## config.mk

```make
export PLATFORM = sky130hd
export DESIGN_NAME = bridge_sample_fetcher
export DESIGN_NICKNAME = d
export VERILOG_FILES = /design/src/rtl/bridge_sample_fetcher.sv
export SDC_FILE = /design/constraint.sdc
export NUM_CORES = 1
export LEC_CHECK = 0
export ABC_AREA = 0
export CAP_MARGIN = 30
export CELL_PAD_IN_SITES_DETAIL_PLACEMENT = 1
export CELL_PAD_IN_SITES_GLOBAL_PLACEMENT = 2
export CORE_ASPECT_RATIO = 0.7
export CORE_MARGIN = 1.5
export CORE_UTILIZATION = 25
export DETAILED_ROUTE_END_ITERATION = 10
export PLACE_DENSITY_LB_ADDON = 0.1
export SKIP_LAST_GASP = 1
export SYNTH_ARGS = -nofsm -noshare
export SYNTH_HDL_FRONTEND = slang
export SYNTH_SLANG_ARGS = --single-unit
```

## constraint.sdc

```tcl
create_clock -name clk_clk -period 4.1 [get_ports clk_clk]
set_clock_uncertainty 0.2 [all_clocks]
set_input_delay 0.82 -clock clk_clk [delete_from_list [all_inputs] [get_ports clk_clk]]
set_output_delay 0.82 -clock clk_clk [all_outputs]
set_load 0.02 [all_outputs]
```

## src/rtl/bridge_sample_fetcher.sv

```systemverilog
// Fetches a run of 16-bit words over a single-outstanding read bridge and
// buffers them in a small FIFO for a valid/ready downstream consumer.
module bridge_sample_fetcher #(
    parameter int FIFO_DEPTH     = 8,
    parameter int TIMEOUT_CYCLES = 1024
) (
    input  logic        clk_clk,
    input  logic        reset_reset_n,
    input  logic        start,
    input  logic [25:0] base_addr,
    input  logic [23:0] word_count,
    input  logic        abort,
    output logic        busy,
    output logic        done,
    output logic        timeout_err,
    output logic [25:0] bus_address,
    output logic [1:0]  bus_byte_enable,
    output logic        bus_read,
    output logic        bus_write,
    output logic [15:0] bus_write_data,
    input  logic        bus_acknowledge,
    input  logic [15:0] bus_read_data,
    output logic [15:0] sample_data,
    output logic        sample_valid,
    input  logic        sample_ready
);

    localparam int AW = $clog2(FIFO_DEPTH);
    localparam int TW = $clog2(TIMEOUT_CYCLES + 1);
    localparam logic [AW:0]   FULL_LVL = (AW+1)'(FIFO_DEPTH);
    localparam logic [TW-1:0] TMO_LAST = TW'(TIMEOUT_CYCLES - 1);

    typedef enum logic [1:0] {
        IDLE  = 2'd0,
        REQ   = 2'd1,
        GAP   = 2'd2,
        DRAIN = 2'd3
    } state_t;

    state_t        state;
    logic [23:0]   remaining;
    logic [TW-1:0] tcnt;
    logic          abort_pend;

    logic          rst_meta_p0;
    logic          rst_sync_p1;

    logic [15:0]   mem [FIFO_DEPTH];
    logic [AW-1:0] wr_ptr;
    logic [AW-1:0] rd_ptr;
    logic [AW:0]   fcount;

    logic          start_ok;
    logic          stop_req;
    logic          ack_hit;
    logic          tmo_hit;
    logic          push;
    logic          pop;
    logic          flush;
    logic          fifo_room;
    logic          unused_base_lsb;

    // Reset release passes through two flops before a start may be accepted;
    // assertion still clears every state flop asynchronously.
    always_ff @(posedge clk_clk or negedge reset_reset_n) begin
        if (!reset_reset_n) begin
            rst_meta_p0 <= 1'b0;
            rst_sync_p1 <= 1'b0;
        end else begin
            rst_meta_p0 <= 1'b1;
            rst_sync_p1 <= rst_meta_p0;
        end
    end

    assign unused_base_lsb = base_addr[0];
    assign bus_write       = 1'b0;
    assign bus_write_data  = 16'h0000;

    assign start_ok  = (state == IDLE) && start && !abort && rst_sync_p1;
    assign stop_req  = abort || abort_pend;
    assign ack_hit   = (state == REQ) && bus_acknowledge;
    assign tmo_hit   = (state == REQ) && !bus_acknowledge && (tcnt == TMO_LAST);
    assign push      = ack_hit && !stop_req;
    assign pop       = sample_valid && sample_ready;
    assign fifo_room = (fcount < FULL_LVL);
    assign flush     = (ack_hit && stop_req) || tmo_hit ||
                       (((state == GAP) || (state == DRAIN)) && abort);

    assign sample_valid = (fcount != '0);
    assign sample_data  = sample_valid ? mem[rd_ptr] : 16'h0000;

    always_ff @(posedge clk_clk or negedge reset_reset_n) begin
        if (!reset_reset_n) begin
            state           <= IDLE;
            busy            <= 1'b0;
            done            <= 1'b0;
            timeout_err     <= 1'b0;
            bus_read        <= 1'b0;
            bus_byte_enable <= 2'b00;
            bus_address     <= '0;
            remaining       <= '0;
            tcnt            <= '0;
            abort_pend      <= 1'b0;
        end else begin
            done <= 1'b0;
            case (state)
                IDLE: begin
                    if (start_ok) begin
                        bus_address <= {base_addr[25:1], 1'b0};
                        remaining   <= word_count;
                        timeout_err <= 1'b0;
                        abort_pend  <= 1'b0;
                        busy        <= 1'b1;
                        if (word_count == '0) begin
                            state <= DRAIN;
                        end else begin
                            state           <= REQ;
                            bus_read        <= 1'b1;
                            bus_byte_enable <= 2'b11;
                            tcnt            <= '0;
                        end
                    end
                end
                REQ: begin
                    // An abort here cannot cancel the bridge cycle; it is
                    // remembered and the returning word is dropped.
                    if (abort) begin
                        abort_pend <= 1'b1;
                    end
                    if (bus_acknowledge) begin
                        bus_read        <= 1'b0;
                        bus_byte_enable <= 2'b00;
                        if (stop_req) begin
                            state      <= IDLE;
                            busy       <= 1'b0;
                            abort_pend <= 1'b0;
                        end else begin
                            bus_address <= bus_address + 26'd2;
                            remaining   <= remaining - 1'b1;
                            state       <= GAP;
                        end
                    end else if (tcnt == TMO_LAST) begin
                        bus_read        <= 1'b0;
                        bus_byte_enable <= 2'b00;
                        timeout_err     <= 1'b1;
                        state           <= IDLE;
                        busy            <= 1'b0;
                        abort_pend      <= 1'b0;
                    end else begin
                        tcnt <= tcnt + 1'b1;
                    end
                end
                GAP: begin
                    if (abort) begin
                        state <= IDLE;
                        busy  <= 1'b0;
                    end else if (remaining == '0) begin
                        state <= DRAIN;
                    end else if (fifo_room) begin
                        state           <= REQ;
                        bus_read        <= 1'b1;
                        bus_byte_enable <= 2'b11;
                        tcnt            <= '0;
                    end
                end
                DRAIN: begin
                    if (abort) begin
                        state <= IDLE;
                        busy  <= 1'b0;
                    end else if (fcount == '0) begin
                        done  <= 1'b1;
                        busy  <= 1'b0;
                        state <= IDLE;
                    end
                end
                default: begin
                    state <= IDLE;
                end
            endcase
        end
    end

    // Sample FIFO: pointers wrap naturally since the depth is a power of two.
    always_ff @(posedge clk_clk or negedge reset_reset_n) begin
        if (!reset_reset_n) begin
            wr_ptr <= '0;
            rd_ptr <= '0;
            fcount <= '0;
        end else if (flush) begin
            wr_ptr <= '0;
            rd_ptr <= '0;
            fcount <= '0;
        end else begin
            if (push) begin
                wr_ptr <= wr_ptr + 1'b1;
            end
            if (pop) begin
                rd_ptr <= rd_ptr + 1'b1;
            end
            case ({push, pop})
                2'b10:   fcount <= fcount + 1'b1;
                2'b01:   fcount <= fcount - 1'b1;
                default: fcount <= fcount;
            endcase
        end
    end

    always_ff @(posedge clk_clk) begin
        if (push) begin
            mem[wr_ptr] <= bus_read_data;
        end
    end

endmodule

```

# Yosys cells after proc, flatten, opt, wreduce, memory -nomap -nowiden
# Memories as Yosys holds them, arrays and structs flattened.
# Index checks and enable logic that the tools add are counted.
# op_classes
reduce_logical	34
mux	70
order_cmp	1
eq_ne	21
add_sub_neg	7
# op_table
cell	count
$mux W26	3
$mux W11	7
$mux W24	3
$pmux W26 S2	1
$logic_not A24 Y1	2
$pmux W24 S2	1
$pmux W11 S3	1
$mux W2	16
$add A26 B2 Y26 const B	1
$mux W1	25
$sub A24 B1 Y24 const B	1
$ne A2 B2 Y1 const B	10
$mux W16	1
$mux W3	4
$reduce_and A4 Y1	3
$add A11 B1 Y11 const B	1
$eq A11 B10 Y1 const B	1
$logic_and A1 B1 Y1	10
$pmux W2 S4	1
$pmux W4 S2	1
$reduce_and A8 Y1	1
$reduce_and A7 Y1	1
$add A3 B1 Y3 const B	2
$eq A2 B2 Y1 const B	3
22 further kinds	33
# word_totals
wordCells	149
inputBits	72
memories	1
regBits	82
mem_bits_rw	128
# memory_table
memory	depth	word_bits	read_ports	rd_ports_with_merged_regs	wr	line_no	rtl
mem	8	16	1	0	1	48	logic [15:0] mem [FIFO_DEPTH];

# Longest topological paths before layout
# Gate-level depths: netlist of the first run.
# depth
depth_word	6
mapped_depth	9
depth_no_buf	8

# Worst setup path before layout of the first run
# No wires, ideal clock.
# synth_timing
path_type	input port to flip-flop
from	input abort
to	memory mem[4][0] (enable)
n_path_buf	1
t_arrival_ns	3.264
path_slack_ns	0.200
path_stages	4
cell_sequence	buf_2 nor3b_2 nand2_1 nor4b_1
# synth_via
elab_chain_len	5
# synth_lines
item	line_no	rtl
from (decl)	12	input logic abort,
$logic_or A1 B1 Y1	80	assign stop_req = abort || abort_pend;
$logic_not A1 Y1	83	assign push = ack_hit && !stop_req;
$logic_and A1 B1 Y1	83	
$mux W1	209	if (push) begin
$mux W1 (not written as such)	210	mem[wr_ptr] <= bus_read_data;
to (decl)	48	
# Every way passes these cells.

# Worst setup path after layout of the first run
# layout_timing
from	register rd_ptr[0]
to	output sample_data[10]
# layout_via
elab_chain_len	2
# layout_lines
item	line_no	rtl
from (decl)	50	logic [AW-1:0] rd_ptr;
from (signal assigned)	198	rd_ptr <= rd_ptr + 1'b1;
$mem_v2 Z8 W16	--	
$mux W16	90	assign sample_data = sample_valid ? mem[rd_ptr] : 16'h0000;
to (decl)	23	output logic [15:0] sample_data,
# Every way passes these cells.

==> metrics.csv, run 1 <==
stage,metric,value,unit
layout,final_core_util,0.3260,
route,ant_nets,0,
grt,grt_max_degree,85,
floorplanning,fp.dieH,169.9,µm
synthesis,yosysWarnings,0,
synthesis,synth.most_common_cell,edfxtp_1,
worst_setup_path,startpoint_type,flip-flop,
layout,area_growth,27.16,%
power_and_ir_drop,leakagePower,4.435,nW
placed_design,place_ws,0.6992,ns
run_status,status,"complete, no violations",
layout,num_antenna_cells,0,
route,vias,7117,
sta,maxSlewViolCount,0,
floorplanning,fp.dieW,241.4,µm
floorplanning,start_util,0.2564,
sta,tightest_slew,0.7993,ns
grt,grt_pass1_wl,45.93,mm
grt,grt_pass1_vias,7425,
grt,grt_overflow,0,
cts,cts.root.buffer_cell,clkbuf_16,
sta,period_needed,3.772,ns
worst_setup_path,worst-endpoint-required,3.08,ns
cts,clockBufferDepth,3,
synthesis,yosys_most_used_dff,edfxtp_1,
worst_setup_path,cp.arrival,2.75,ns
synthesis,synth_top_area_share,0.3863,
power_and_ir_drop,vdd_ir_drop_max,0.2714,mV
placed_design,gp_congestion,0.7125,
floorplanning,design.die.area,0.04102,mm²
sta,slew_headroom,0.4660,
grt,gr-usage-all-layers,0.1472,
sta,rsz0062_at_grt,false,
route,post_drt_wl_per_cell,20.18,µm
cts,path_clk_slew,0.06,ns
sta,hold_viol,0,
floorplanning,coreArea,0.03881,mm²
route,drt_iter0_drc,428,
synthesis,syn_area_per_cell,12.13,µm²
synthesis,synth_seq_area_share,0.5850,
placed_design,port_buffers,118,
route,viasPerCell,4.777,
cts,clk_latency,0.54,ns
sta,fin_ws,0.3278,ns
worst_setup_path,crit_path_end_kind,output pin,
cts,postCtsSetupRepairBufs,0,
synthesis,ys_seq_elements,207,
sta,fin_setup_tns,0,ns
sta,final-setup-viol-count,0,
synthesis,synth_edf_count,128,
layout,nets,1026,
power_and_ir_drop,p_per_area,592.7,mW/mm²
cts,cts_tree,yes,
layout,drive_gt1_frac,0.1391,
hold_path,hp-class,in -> async,
worst_setup_path,path_max_fanout,25,
cts,ctsHoldBuffers,0,
job,cap_violations,0,
synthesis,yosys.area.top_type,edfxtp_1,
layout,register_area,0.005822,mm²
power_and_ir_drop,finalPower,0.007499,W
floorplanning,rows,60,
synthesis,syn_inst,820,
synthesis,synth_commonest_cells,"edfxtp_1 (128), dfrtp_1 (79), nor2_1 (78)",
layout,multi_input_area,0.003854,mm²
floorplanning,boundaryPins,138,
route,drc_errors,0,
route,drt-total-wl,30.08,mm
cts,cts-resized-gates,0,
synthesis,netlist_area,0.009950,mm²
grt,antenna_found_initial,0,
synthesis,yosysUniqueCellTypes,73,
layout,final_cells,1490,
synthesis,synth_area_leaders,"edfxtp_1 (39%), dfrtp_1 (20%), mux4_2 (7.2%)",
sta,fin_crit_sh,0.9200,
cts,cts.sinks,207,
placed_design,dp_hpwl,20.34,mm
route,first_pass_iters,4,
cts,htreeDepth,1,
synthesis,synthArstFlopShare,0.3816,
placed_design,dp.cells,1447,
layout,n_fill_cell,4184,
sta,max_freq,265.1,MHz
cts,cts-buffers-inserted,24,
worst_setup_path,path_class,reg -> out,
## cell usage in the layout (no fill, tap or decap), types with 5 or more instances in the layout
| master | instances |
|---|---|
| mux2i_1 | 22 |
| o22ai_1 | 20 |
| o22a_1 | 8 |
| ha_1 | 8 |
| a22o_1 | 5 |
| nand4_1 | 12 |
| nor3_2 | 5 |
| conb_1 | 19 |
| o21ai_0 | 44 |
| mux4_2 | 32 |
| clkinvlp_4 | 6 |
| nor3b_1 | 5 |
| a31oi_1 | 8 |
| nor4_1 | 10 |
| a21oi_1 | 64 |
| a211oi_1 | 9 |
| clkdlybuf4s50_1 | 117 |
| nand3_1 | 29 |
| clkbuf_16 | 24 |
| a2bb2oi_1 | 8 |
| xor2_1 | 5 |
| inv_1 | 14 |
| nand2_1 | 47 |
| dfrtp_1 | 78 |
| and3_1 | 15 |
| or3_1 | 6 |
| edfxtp_1 | 128 |
| nor3_1 | 20 |
| buf_4 | 30 |
| nand2b_1 | 5 |
| nor2_1 | 78 |
## power by group
group	switching, W	internal, W
combinational	0.00125	0.00118
clock	0.000938	0.00127
sequential	0.000390	0.00247
total	0.00258	0.00492
## layout make-up
type                       instances  share of cell area
clock buffer                      25             0.04777
clock inverter                    18             0.01582
multi-input combinational        548              0.3046
inverter                          15            0.004450
tap                              527             0.05212
sequential                       207              0.4601
timing repair buffer             150              0.1151
## routing by layer
metal / track usage / part of all wire / wire length [µm]
met5: 0 / 0 / 0
met3: 0.02822 / 0.040 / 1214
met2: 0.2158 / 0.43 / 13070
met1: 0.2246 / 0.51 / 15360
met4: 0.02609 / 0.014 / 427
## state kept, by name, indices dropped and copies added, names as in the netlist, 2 cells and up
signal	count
mem	128
bus_address	25
remaining	24
tcnt	11
fcount	4
rd_ptr	3
wr_ptr	3
state	2
## final timing paths
kind | from | endpoint | slack, ns | depth (start not counted)
max in group asynchronous | reset_reset_n | bus_address[9] | 2.77 | 2
max | rd_ptr[0] | sample_data[10] | 0.33 | 5
min in group clk_clk | rst_meta_p0 | rst_sync_p1 | 0.15 | 0
min | reset_reset_n | remaining[17] | 0.15 | 1
min reg2reg | rst_meta_p0 | rst_sync_p1 | 0.15 | 0
max reg2reg | bus_address[1] | bus_address[25] | 1.44 | 6
## through the flow
step,cell area (µm²),hold WS (ns)
after floorplan,10010,0.1312
final,12650,0.1478
after global placement,11850,0.1361
after global routing,12650,0.1603
after detailed placement,11850,0.1362
after CTS,12650,0.1507
## critical path, cell delays in order (launching register included)
cell,delay (ns)
dfrtp_2,0.60
buf_12,0.29
mux4_2,0.54
mux2i_1,0.15
nor2_1,0.08
clkdlybuf4s50_1,0.55
## kinds of logic after synthesis
| logic type | after synthesis | share of synthesized area |
|---|---|---|
| compound gates | 198 | 0.1276 |
| xor+xnor | 6 | 0.005282 |
| fa+ha+maj | 8 | 0.01006 |
| buf+inv | 82 | 0.04100 |
| flops | 207 | 0.5850 |
| mux | 54 | 0.09457 |
| other cells | 2 | 0.0007548 |
| simple gates | 263 | 0.1357 |
(Power assumes the default switching activity.)
==> inputs of run 2 (changes only) <==
--- a/config.mk
+++ b/config.mk
@@ -6,6 +6,7 @@
 export NUM_CORES = 1
 export LEC_CHECK = 0
 export ABC_AREA = 0
+export ABC_CLOCK_PERIOD_IN_PS = 4100
 export CAP_MARGIN = 30
 export CELL_PAD_IN_SITES_DETAIL_PLACEMENT = 1
 export CELL_PAD_IN_SITES_GLOBAL_PLACEMENT = 2
==> results of run 2 <==
Same layout as run 1: the final DEF is identical, and so are final timing and power.
==> inputs of run 3 (changes only) <==
--- a/config.mk
+++ b/config.mk
@@ -5,7 +5,6 @@
 export SDC_FILE = /design/constraint.sdc
 export NUM_CORES = 1
 export LEC_CHECK = 0
-export ABC_AREA = 0
 export ABC_CLOCK_PERIOD_IN_PS = 4100
 export CAP_MARGIN = 30
 export CELL_PAD_IN_SITES_DETAIL_PLACEMENT = 1
@@ -13,6 +12,8 @@
 export CORE_ASPECT_RATIO = 0.7
 export CORE_MARGIN = 1.5
 export CORE_UTILIZATION = 25
+export CTS_BUF_LIST = sky130_fd_sc_hd__clkbuf_16
+export CTS_CLUSTER_DIAMETER = 80
 export DETAILED_ROUTE_END_ITERATION = 10
 export PLACE_DENSITY_LB_ADDON = 0.1
 export SKIP_LAST_GASP = 1
==> metrics.csv, run 3 (same netlist as run 1, synthesis figures left out) <==
stage,metric,value,unit,change
run_status,status,"complete, no violations",,
sta,rsz0062_at_grt,false,,
grt,grt_overflow,0,,unchanged
sta,period_needed,3.772,ns,unchanged
sta,max_freq,265.1,MHz,unchanged
cts,postCtsSetupRepairBufs,0,,unchanged
cts,cts_tree,yes,,
route,drt-total-wl,30.08,mm,unchanged
layout,num_antenna_cells,0,,unchanged
placed_design,place_ws,0.6992,ns,unchanged
sta,slew_headroom,0.4660,,unchanged
worst_setup_path,cp_slowest_cell,dfrtp_2,,
floorplanning,rows,60,,unchanged
route,post_drt_wl_per_cell,20.18,µm,unchanged
sta,fin_crit_sh,0.9200,,unchanged
route,vias,7117,,unchanged
cts,ctsHoldBuffers,0,,unchanged
placed_design,gp_congestion,0.7125,,unchanged
floorplanning,start_util,0.2564,,unchanged
cts,htreeDepth,1,,unchanged
route,drt_iter0_drc,428,,unchanged
sta,hold_viol,0,,unchanged
floorplanning,design.die.area,0.04102,mm²,unchanged
route,viasPerCell,4.777,,unchanged
layout,final_cells,1490,,unchanged
placed_design,port_buffers,118,,unchanged
layout,area_growth,27.16,%,unchanged
worst_setup_path,max_stage_delay,0.60,ns,about the same
cts,cts-buffers-inserted,24,,unchanged
placed_design,dp_hpwl,20.34,mm,unchanged
sta,fin_setup_tns,0,ns,unchanged
layout,layout_commonest_cell,edfxtp_1,,
floorplanning,fp.dieW,241.4,µm,unchanged
worst_setup_path,cp_cell_sequence,buf_12 -> mux4_2 -> mux2i_1 -> nor2_1 -> clkdlybuf4s50_1,,
layout,n_fill_cell,4184,,unchanged
route,ant_nets,0,,unchanged
sta,maxSlewViolCount,0,,unchanged
power_and_ir_drop,finalPower,0.007496,W,about the same
grt,grt_pass1_vias,7425,,unchanged
cts,cts.root.buffer_cell,clkbuf_16,,
floorplanning,boundaryPins,138,,unchanged
sta,final-setup-viol-count,0,,unchanged
floorplanning,coreArea,0.03881,mm²,unchanged
job,cap_violations,0,,unchanged
cts,clk_latency,0.54,ns,about the same
grt,gr-usage-all-layers,0.1472,,unchanged
sta,tightest_slew,0.7993,ns,unchanged
layout,final_cell_mix,"edfxtp_1 (128), clkdlybuf4s50_1 (117), nor2_1 (78), dfrtp_1 (78), a21oi_1 (64)",,
layout,largest_reg_flops,128,,unchanged
worst_setup_path,startpoint_type,flip-flop,,
route,first_pass_iters,4,,unchanged
cts,cts-resized-gates,0,,unchanged
worst_setup_path,cp.arrival,2.75,ns,about the same
power_and_ir_drop,p_per_area,592.5,mW/mm²,about the same
layout,drive_gt1_frac,0.1391,,unchanged
grt,grt_pass1_wl,45.93,mm,unchanged
power_and_ir_drop,vdd_ir_drop_max,0.2714,mV,unchanged
worst_setup_path,path_class,reg -> out,,
power_and_ir_drop,leakagePower,4.439,nW,about the same
layout,nets,1026,,unchanged
floorplanning,fp.dieH,169.9,µm,unchanged
layout,largestRegisters,"mem (128), bus_address (25), remaining (24)",,
cts,clockBufferDepth,3,,unchanged
worst_setup_path,worst-endpoint-required,3.08,ns,about the same
cts,path_clk_slew,0.06,ns,about the same
cts,cts.sinks,207,,unchanged
route,drc_errors,0,,unchanged
sta,fin_ws,0.3278,ns,unchanged
worst_setup_path,crit_path_end_kind,output pin,,
layout,regMostFlops,mem,,
grt,grt_max_degree,85,,unchanged
grt,antenna_found_initial,0,,unchanged
hold_path,hp-class,in -> async,,
sta,hold_ws,0.1478,ns,unchanged
placed_design,dp.cells,1447,,unchanged
worst_setup_path,path_max_fanout,25,,unchanged
[run 3: cell types whose count changed in the layout (fill, tap and decap cells not counted), sizes merged]
cell | before | now
clkbuf | 25 | 24
inv | 15 | 16
[run 3: worst max-delay path: cells and delay by family, from the launching register on]
family | cells | cell delay (ns)
buffers and inverters | 2 | 0.84
flip-flops | 1 | 0.60
multiplexers | 2 | 0.69
AND/OR/NAND/NOR | 1 | 0.08
[run 3: path summary, 6_finish.rpt]
check / startpoint / slack [ns] / depth (start not counted) / to
worst min register to register: rst_meta_p0 / 0.15 / 0 / rst_sync_p1
worst min-delay path: reset_reset_n / 0.15 / 1 / remaining[17]
min in group clk_clk: rst_meta_p0 / 0.15 / 0 / rst_sync_p1
worst max register to register: bus_address[1] / 1.44 / 6 / bus_address[25]
max in group asynchronous: reset_reset_n / 2.77 / 2 / bus_address[9]
worst max-delay path: rd_ptr[0] / 0.33 / 5 / sample_data[10]
[run 3: routing by layer]
layer | vias up | track usage | routed length [µm] | share of wire
li1 | 3360 | - | - | -
met1 | 3620 | 0.2246 | 15360 | 0.51
met2 | 110 | 0.2158 | 13070 | 0.43
met3 | 27 | 0.02822 | 1214 | 0.040
met4 | 0 | 0.02609 | 427 | 0.014
met5 | - | 0 | 0 | 0
[run 3: layout make-up]
cell class              count  area, µm²  share of cell area
clock buffers              24      600.6             0.04747
clock inverters            19      203.9             0.01612
inverters                  15      56.30            0.004450
multi-input cells         548       3854              0.3046
flip-flops and latches    207       5822              0.4601
well taps                 527      659.4             0.05212
repair buffers            150       1456              0.1151
[run 3: power by group]
group	total (W)	leakage [nW]	switching [W]	internal, W
clock	0.00221	0.379	0.000938	0.00127
sequential	0.00286	2.10	0.000390	0.00247
combinational	0.00243	1.96	0.00125	0.00118
[run 3: per-stage QoR]
step                cell area (µm²)  utilization
global route                  12650       0.3260
finish                        12650       0.3260
CTS                           12650       0.3260
detailed placement            11850       0.3053
global placement              11850       0.3053
floorplan                     10010            -
